[src/rtl/pipe_id_fwd_regfile.sv]
// ID-stage register file with WB bypass, EXE/MEM operand forwarding,
// load-use stall detection and a saturating stall-cycle counter.
module pipe_id_fwd_regfile #(
  parameter int unsigned CNT_W = 16
) (
  input  logic             clock,
  input  logic             reset,
  input  logic [4:0]       rs,
  input  logic [4:0]       rt,
  input  logic             users,
  input  logic             usert,
  input  logic             ewreg,
  input  logic             em2reg,
  input  logic [4:0]       ern,
  input  logic [31:0]      ealu,
  input  logic             mwreg,
  input  logic             mm2reg,
  input  logic [4:0]       mrn,
  input  logic [31:0]      malu,
  input  logic [31:0]      mmo,
  input  logic             wwreg,
  input  logic [4:0]       wrn,
  input  logic [31:0]      wdi,
  output logic [31:0]      da,
  output logic [31:0]      db,
  output logic [1:0]       fwda,
  output logic [1:0]       fwdb,
  output logic             stall,
  output logic [CNT_W-1:0] stall_cnt
);

  logic [31:0]      regs_q [32];
  logic [CNT_W-1:0] stall_cnt_q, stall_cnt_d;
  logic [31:0]      rf_a, rf_b;
  logic             wb_en;
  logic             ematch_a, ematch_b, mmatch_a, mmatch_b;

  assign wb_en = wwreg && (wrn != 5'd0);

  always_ff @(posedge clock) begin
    if (reset) begin
      for (int unsigned i = 0; i < 32; i++) regs_q[i] <= '0;
    end else if (wb_en) begin
      regs_q[wrn] <= wdi;
    end
  end

  // WB bypass makes a same-cycle write visible to the ID read
  always_comb begin
    rf_a = regs_q[rs];
    rf_b = regs_q[rt];
    if (wb_en && (wrn == rs)) rf_a = wdi;
    if (wb_en && (wrn == rt)) rf_b = wdi;
  end

  assign ematch_a = ewreg && (ern != 5'd0) && (ern == rs);
  assign ematch_b = ewreg && (ern != 5'd0) && (ern == rt);
  assign mmatch_a = mwreg && (mrn != 5'd0) && (mrn == rs);
  assign mmatch_b = mwreg && (mrn != 5'd0) && (mrn == rt);

  // An EXE load cannot forward yet, so it falls through to the MEM match
  always_comb begin
    fwda = 2'b00;
    da   = rf_a;
    if (rs == 5'd0) begin
      da = '0;
    end else if (ematch_a && !em2reg) begin
      fwda = 2'b01;
      da   = ealu;
    end else if (mmatch_a) begin
      fwda = mm2reg ? 2'b11 : 2'b10;
      da   = mm2reg ? mmo : malu;
    end
  end

  always_comb begin
    fwdb = 2'b00;
    db   = rf_b;
    if (rt == 5'd0) begin
      db = '0;
    end else if (ematch_b && !em2reg) begin
      fwdb = 2'b01;
      db   = ealu;
    end else if (mmatch_b) begin
      fwdb = mm2reg ? 2'b11 : 2'b10;
      db   = mm2reg ? mmo : malu;
    end
  end

  assign stall = ewreg && em2reg && (ern != 5'd0) &&
                 ((users && (ern == rs)) || (usert && (ern == rt)));

  always_comb begin
    stall_cnt_d = stall_cnt_q;
    if (stall && (stall_cnt_q != '1)) stall_cnt_d = stall_cnt_q + 1'b1;
  end

  always_ff @(posedge clock) begin
    if (reset) stall_cnt_q <= '0;
    else       stall_cnt_q <= stall_cnt_d;
  end

  assign stall_cnt = stall_cnt_q;

endmodule

[config.mk]
export PLATFORM = sky130hd
export DESIGN_NAME = pipe_id_fwd_regfile
export DESIGN_NICKNAME = d
export VERILOG_FILES = /design/src/rtl/pipe_id_fwd_regfile.sv
export SDC_FILE = /design/constraint.sdc
export NUM_CORES = 2
export LEC_CHECK = 0
export BUFFER_PORTS_ARGS = -buffer_cell sky130_fd_sc_hd__buf_2
export CAP_MARGIN = 10
export CORE_UTILIZATION = 30
export DETAILED_ROUTE_END_ITERATION = 7
export RECOVER_POWER = 50
export SYNTH_ARGS = -nofsm -noshare
export SYNTH_HDL_FRONTEND = slang
export SYNTH_SLANG_ARGS = --single-unit
[constraint.sdc]
create_clock -name clock -period 4.4 [get_ports clock]
set_input_delay 0.44 -clock clock [delete_from_list [all_inputs] [get_ports clock]]
set_output_delay 0.44 -clock clock [all_outputs]
set_load 0.1 [all_outputs]
==> results.py <==
metrics = {
    "drt": {
        "route.final.wire_length_um": 201000,
        "drt_pre_antenna_iters": 8,
        "top_layer_used_by_detailed_routing": "met5",
        "met2_length_um": 94000,
        "drc": 2,
        "met1Wirelength_um": 74200,
        "ant_nets": 0,
        "detail_route.wl_per_cell_um": 31.1,
        "wl_met3_um": 20400,
        "detail_route.vias_per_cell": 5.76,
        "drt_iter0_drc": 5564,
        "detailroute.via_count": 37239,
    },
    "die": {
        "core.rowCount": 158,
        "coreArea_um2": 185000,
        "top_level_ports": 247,
        "die_width_um": 434,
        "die_area_um2": 188000,
        "chip_height_um": 434,
        "initial_core_util_pct": 30.2,
    },
    "critical_path": {
        "worst-endpoint-arrival_ps": 4260,
        "crit_path_top_delay_cell": "sky130_fd_sc_hd__o21ai_1",
        "crit_path_start_kind": "input pin",
        "critical_path.n_buffers_inverters": 3,
        "critical_path.endpoint_type": "flip-flop",
        "required_time_worst_endpoint_ps": 4760,
        "timing.setup.critical_path_class": "in -> reg",
        "crit_family": "buffers and inverters",
        "timing.critical_path.slowest_cell_delay_ps": 1330,
        "crit_path_max_fanout": 23,
        "cp_cell_sequence": "clkbuf_1, inv_1, o21ai_1, buf_4",
    },
    "cells_and_area": {
        "finish.utilization_pct": 35.0,
        "mostFrequentLayoutCells": "1024 x sky130_fd_sc_hd__edfxtp_1, 790 x sky130_fd_sc_hd__and2_1, 512 x sky130_fd_sc_hd__mux4_2",
        "final_layout_size_suffix_gt1_share_pct": 28.4,
        "fillCellCount": 17563,
        "num-nets-final": 4057,
        "synthToLayoutAreaGrowth_pct": 15.8,
        "leading_cell_type_in_the_layout_fill_and_taps_excluded": "sky130_fd_sc_hd__edfxtp_1",
        "post_layout_instance_area_um2": 64900,
    },
    "synth": {
        "netlist_area_um2": 56000,
        "ys_seq_area_share_pct": 55.5,
        "dominantRegCellSynth": "sky130_fd_sc_hd__edfxtp_1",
        "syn-instance-count": 3764,
        "count_of_cell_types_in_the_netlist": 54,
        "post_synth.cell_area_avg_um2": 14.9,
        "ys_seq_elements": 1040,
        "synth-async-reset-ratio_pct": 0,
        "synth_enable_flop_cells": 1024,
        "synth_warnings": 0,
    },
    "status": {
        "failed_checks": "design-rule violations, max-capacitance violations, max-slew violations",
        "outcome": "finished, violations left",
    },
    "clocking": {
        "post-cts-setup-buffers": 0,
        "clockRootBuffer": "sky130_fd_sc_hd__clkbuf_16",
        "clk-insertion-delay-late_ps": 720,
        "cts-buffers-inserted": 110,
        "clock_tree.buffer_depth": 3,
        "cts_tree": "done",
        "holdBufCountCts": 0,
        "clkSinkCount": 1040,
        "cts_repair_resize_count": 0,
        "cts.reportedPaths.clkPinSlew_ps": 60,
        "h-tree-depth": 3,
    },
    "sta": {
        "fin_hold_ws_ps": 429,
        "max_slew_margin_pct": -97.9,
        "report.final.setup_viol": 0,
        "max_slew.worst_pin.slew_ps": 2970,
        "final.min_clock_period_ps": 3900,
        "max_freq_mhz": 257,
        "rsz0062_at_grt": "false",
        "final-max-slew-violation-count": 418,
        "fin_worst_skew_ps": 0.963,
        "timing_hold_violations_final": 0,
        "fin_setup_tns_ps": 0,
        "finalCritPeriodShare_pct": 88.5,
    },
    "grt": {
        "remaining_global_route_overflow": 0,
        "vias_in_the_first_global_route": 36241,
        "grt_pass1_wl_um": 280000,
        "grt.total_usage_pct": 20.9,
        "grt_max_degree": 56,
        "antenna_found_initial": 29,
    },
    "place": {
        "placed_area_um2": 61800,
        "gp_congestion": 0.922,
        "hpwl_um": 126000,
        "place.port_buffers": 246,
    },
    "power_and_ir_drop": {
        "switchingPower_w": 0.00701,
        "intPower_w": 0.0182,
        "peakVddDrop_v": 0.000345,
        "cellLeakagePower_nw": 21.4,
        "p_sw_share_pct": 27.8,
        "pwr-share-comb_pct": 17.3,
        "power_density_nw_per_um2": 388,
        "clockPowerShare_pct": 36.3,
        "p_seq_share_pct": 46.4,
    },
    "job": {
        "cap_viol_max_count": 17,
    },
    "worst_hold_path": {
        "hold_path.class": "in -> reg",
    },
}
state kept, by name, summed over array words and instances, names as in the netlist:
signal	cells
regs_q	1024
stall_cnt	16
power groups by stage:
stage	sequential (W)	clock, W	combinational [W]
finish	0.0117	0.00914	0.00437
CTS	0.0117	0.00918	0.00435
detailed placement	0.0119	0	0.00434
global route	0.0117	0.00955	0.00445
floorplan	0.0118	0	0.00264
global placement	0.0118	0	0.00433
cells in the mapped netlist, types with 3 or more instances:
cell type | n | share of area, %
sky130_fd_sc_hd__edfxtp_1 | 1024 | 55
sky130_fd_sc_hd__o21ai_1 | 4 | 0.036
sky130_fd_sc_hd__a21oi_1 | 9 | 0.080
sky130_fd_sc_hd__mux4_2 | 512 | 21
sky130_fd_sc_hd__nand3_1 | 17 | 0.15
sky130_fd_sc_hd__buf_2 | 77 | 0.69
sky130_fd_sc_hd__a2111oi_0 | 3 | 0.047
sky130_fd_sc_hd__and2_1 | 996 | 11
sky130_fd_sc_hd__mux2_2 | 33 | 0.66
sky130_fd_sc_hd__o31ai_1 | 4 | 0.054
sky130_fd_sc_hd__nand3b_1 | 11 | 0.15
sky130_fd_sc_hd__or3b_1 | 3 | 0.047
sky130_fd_sc_hd__nand2_1 | 16 | 0.11
sky130_fd_sc_hd__xnor2_1 | 16 | 0.25
sky130_fd_sc_hd__o21ai_0 | 96 | 0.86
sky130_fd_sc_hd__or4_1 | 71 | 0.95
sky130_fd_sc_hd__xor2_1 | 18 | 0.28
sky130_fd_sc_hd__buf_4 | 51 | 0.68
sky130_fd_sc_hd__nand4_1 | 6 | 0.067
sky130_fd_sc_hd__inv_1 | 6 | 0.040
sky130_fd_sc_hd__dfxtp_1 | 16 | 0.57
sky130_fd_sc_hd__nor2b_1 | 3 | 0.034
sky130_fd_sc_hd__nor3_1 | 4 | 0.036
sky130_fd_sc_hd__clkbuf_1 | 289 | 1.9
sky130_fd_sc_hd__or3_1 | 8 | 0.089
sky130_fd_sc_hd__nor2_1 | 48 | 0.32
sky130_fd_sc_hd__o22ai_1 | 320 | 3.6
sky130_fd_sc_hd__buf_6 | 5 | 0.10
sky130_fd_sc_hd__buf_1 | 4 | 0.027
sky130_fd_sc_hd__a221oi_1 | 64 | 1.0
through the flow:
step | cells | worst slack [ps] | total power (W)
2_1_floorplan | 3795 | 369 | 0.0144
3_3_place_gp | 6262 | 812 | 0.0161
3_5_place_dp | 6262 | 797 | 0.0162
4_1_cts | 6459 | 782 | 0.0252
5_1_grt | 6462 | 380 | 0.0257
6_report | 6469 | 505 | 0.0252
kinds of logic (layout without fill, tap and decap cells):
kind of cell               count (synthesis)  after routing  synth area share [%]
and+or+nand+nor                         1199           1199                  13.4
DFF                                     1040           1040                  55.5
muxes                                    546            546                  21.3
AOI/OAI and AO/OA                        510            510                  5.82
buffers and inverters                    433            617                  3.48
xor gates and xnor gates                  34             34                 0.532
adders and majority gates                  1              1                0.0223
other                                      1             42               0.00669
area by class of cell:
cell class	instances	area, µm²	share of cell area, %
clock buffers	135	2910	4.49
diodes	10	25.0	0.0386
repair buffers	414	3860	5.96
inverters	6	22.5	0.0347
multi-input cells	2322	23400	36.0
clock inverters	62	509	0.785
flip-flops and latches	1040	31100	47.9
well taps	2480	3100	4.78
metal layers:
metal	track usage (%)	vias to the layer above
li1	-	15057
met1	26.6	19364
met2	33.4	2317
met3	4.12	493
met4	11.9	8
met5	0	-
worst paths after layout:
kind	from	to	slack [ps]	depth (start not counted)
setup / recovery	reset	regs_q[30][18]$_SDFFCE_PN0P_	500	4
hold / removal	wdi[2]	regs_q[21][2]$_SDFFCE_PN0P_	430	2
setup reg to reg	stall_cnt[7]$_SDFFE_PP0P_	stall_cnt[4]$_SDFFE_PP0P_	2080	6
hold reg to reg	stall_cnt[5]$_SDFFE_PP0P_	stall_cnt[5]$_SDFFE_PP0P_	510	2
worst register-to-register path, stage by stage (launching register included):
cell                      delay, ps
sky130_fd_sc_hd__dfxtp_1        450
sky130_fd_sc_hd__nand4_1        190
sky130_fd_sc_hd__nor2_1         290
sky130_fd_sc_hd__nand2_1        190
sky130_fd_sc_hd__o21ai_1        660
sky130_fd_sc_hd__or4_1          220
sky130_fd_sc_hd__a21oi_1         60
Note: power is estimated with default switching activity, not from simulation.
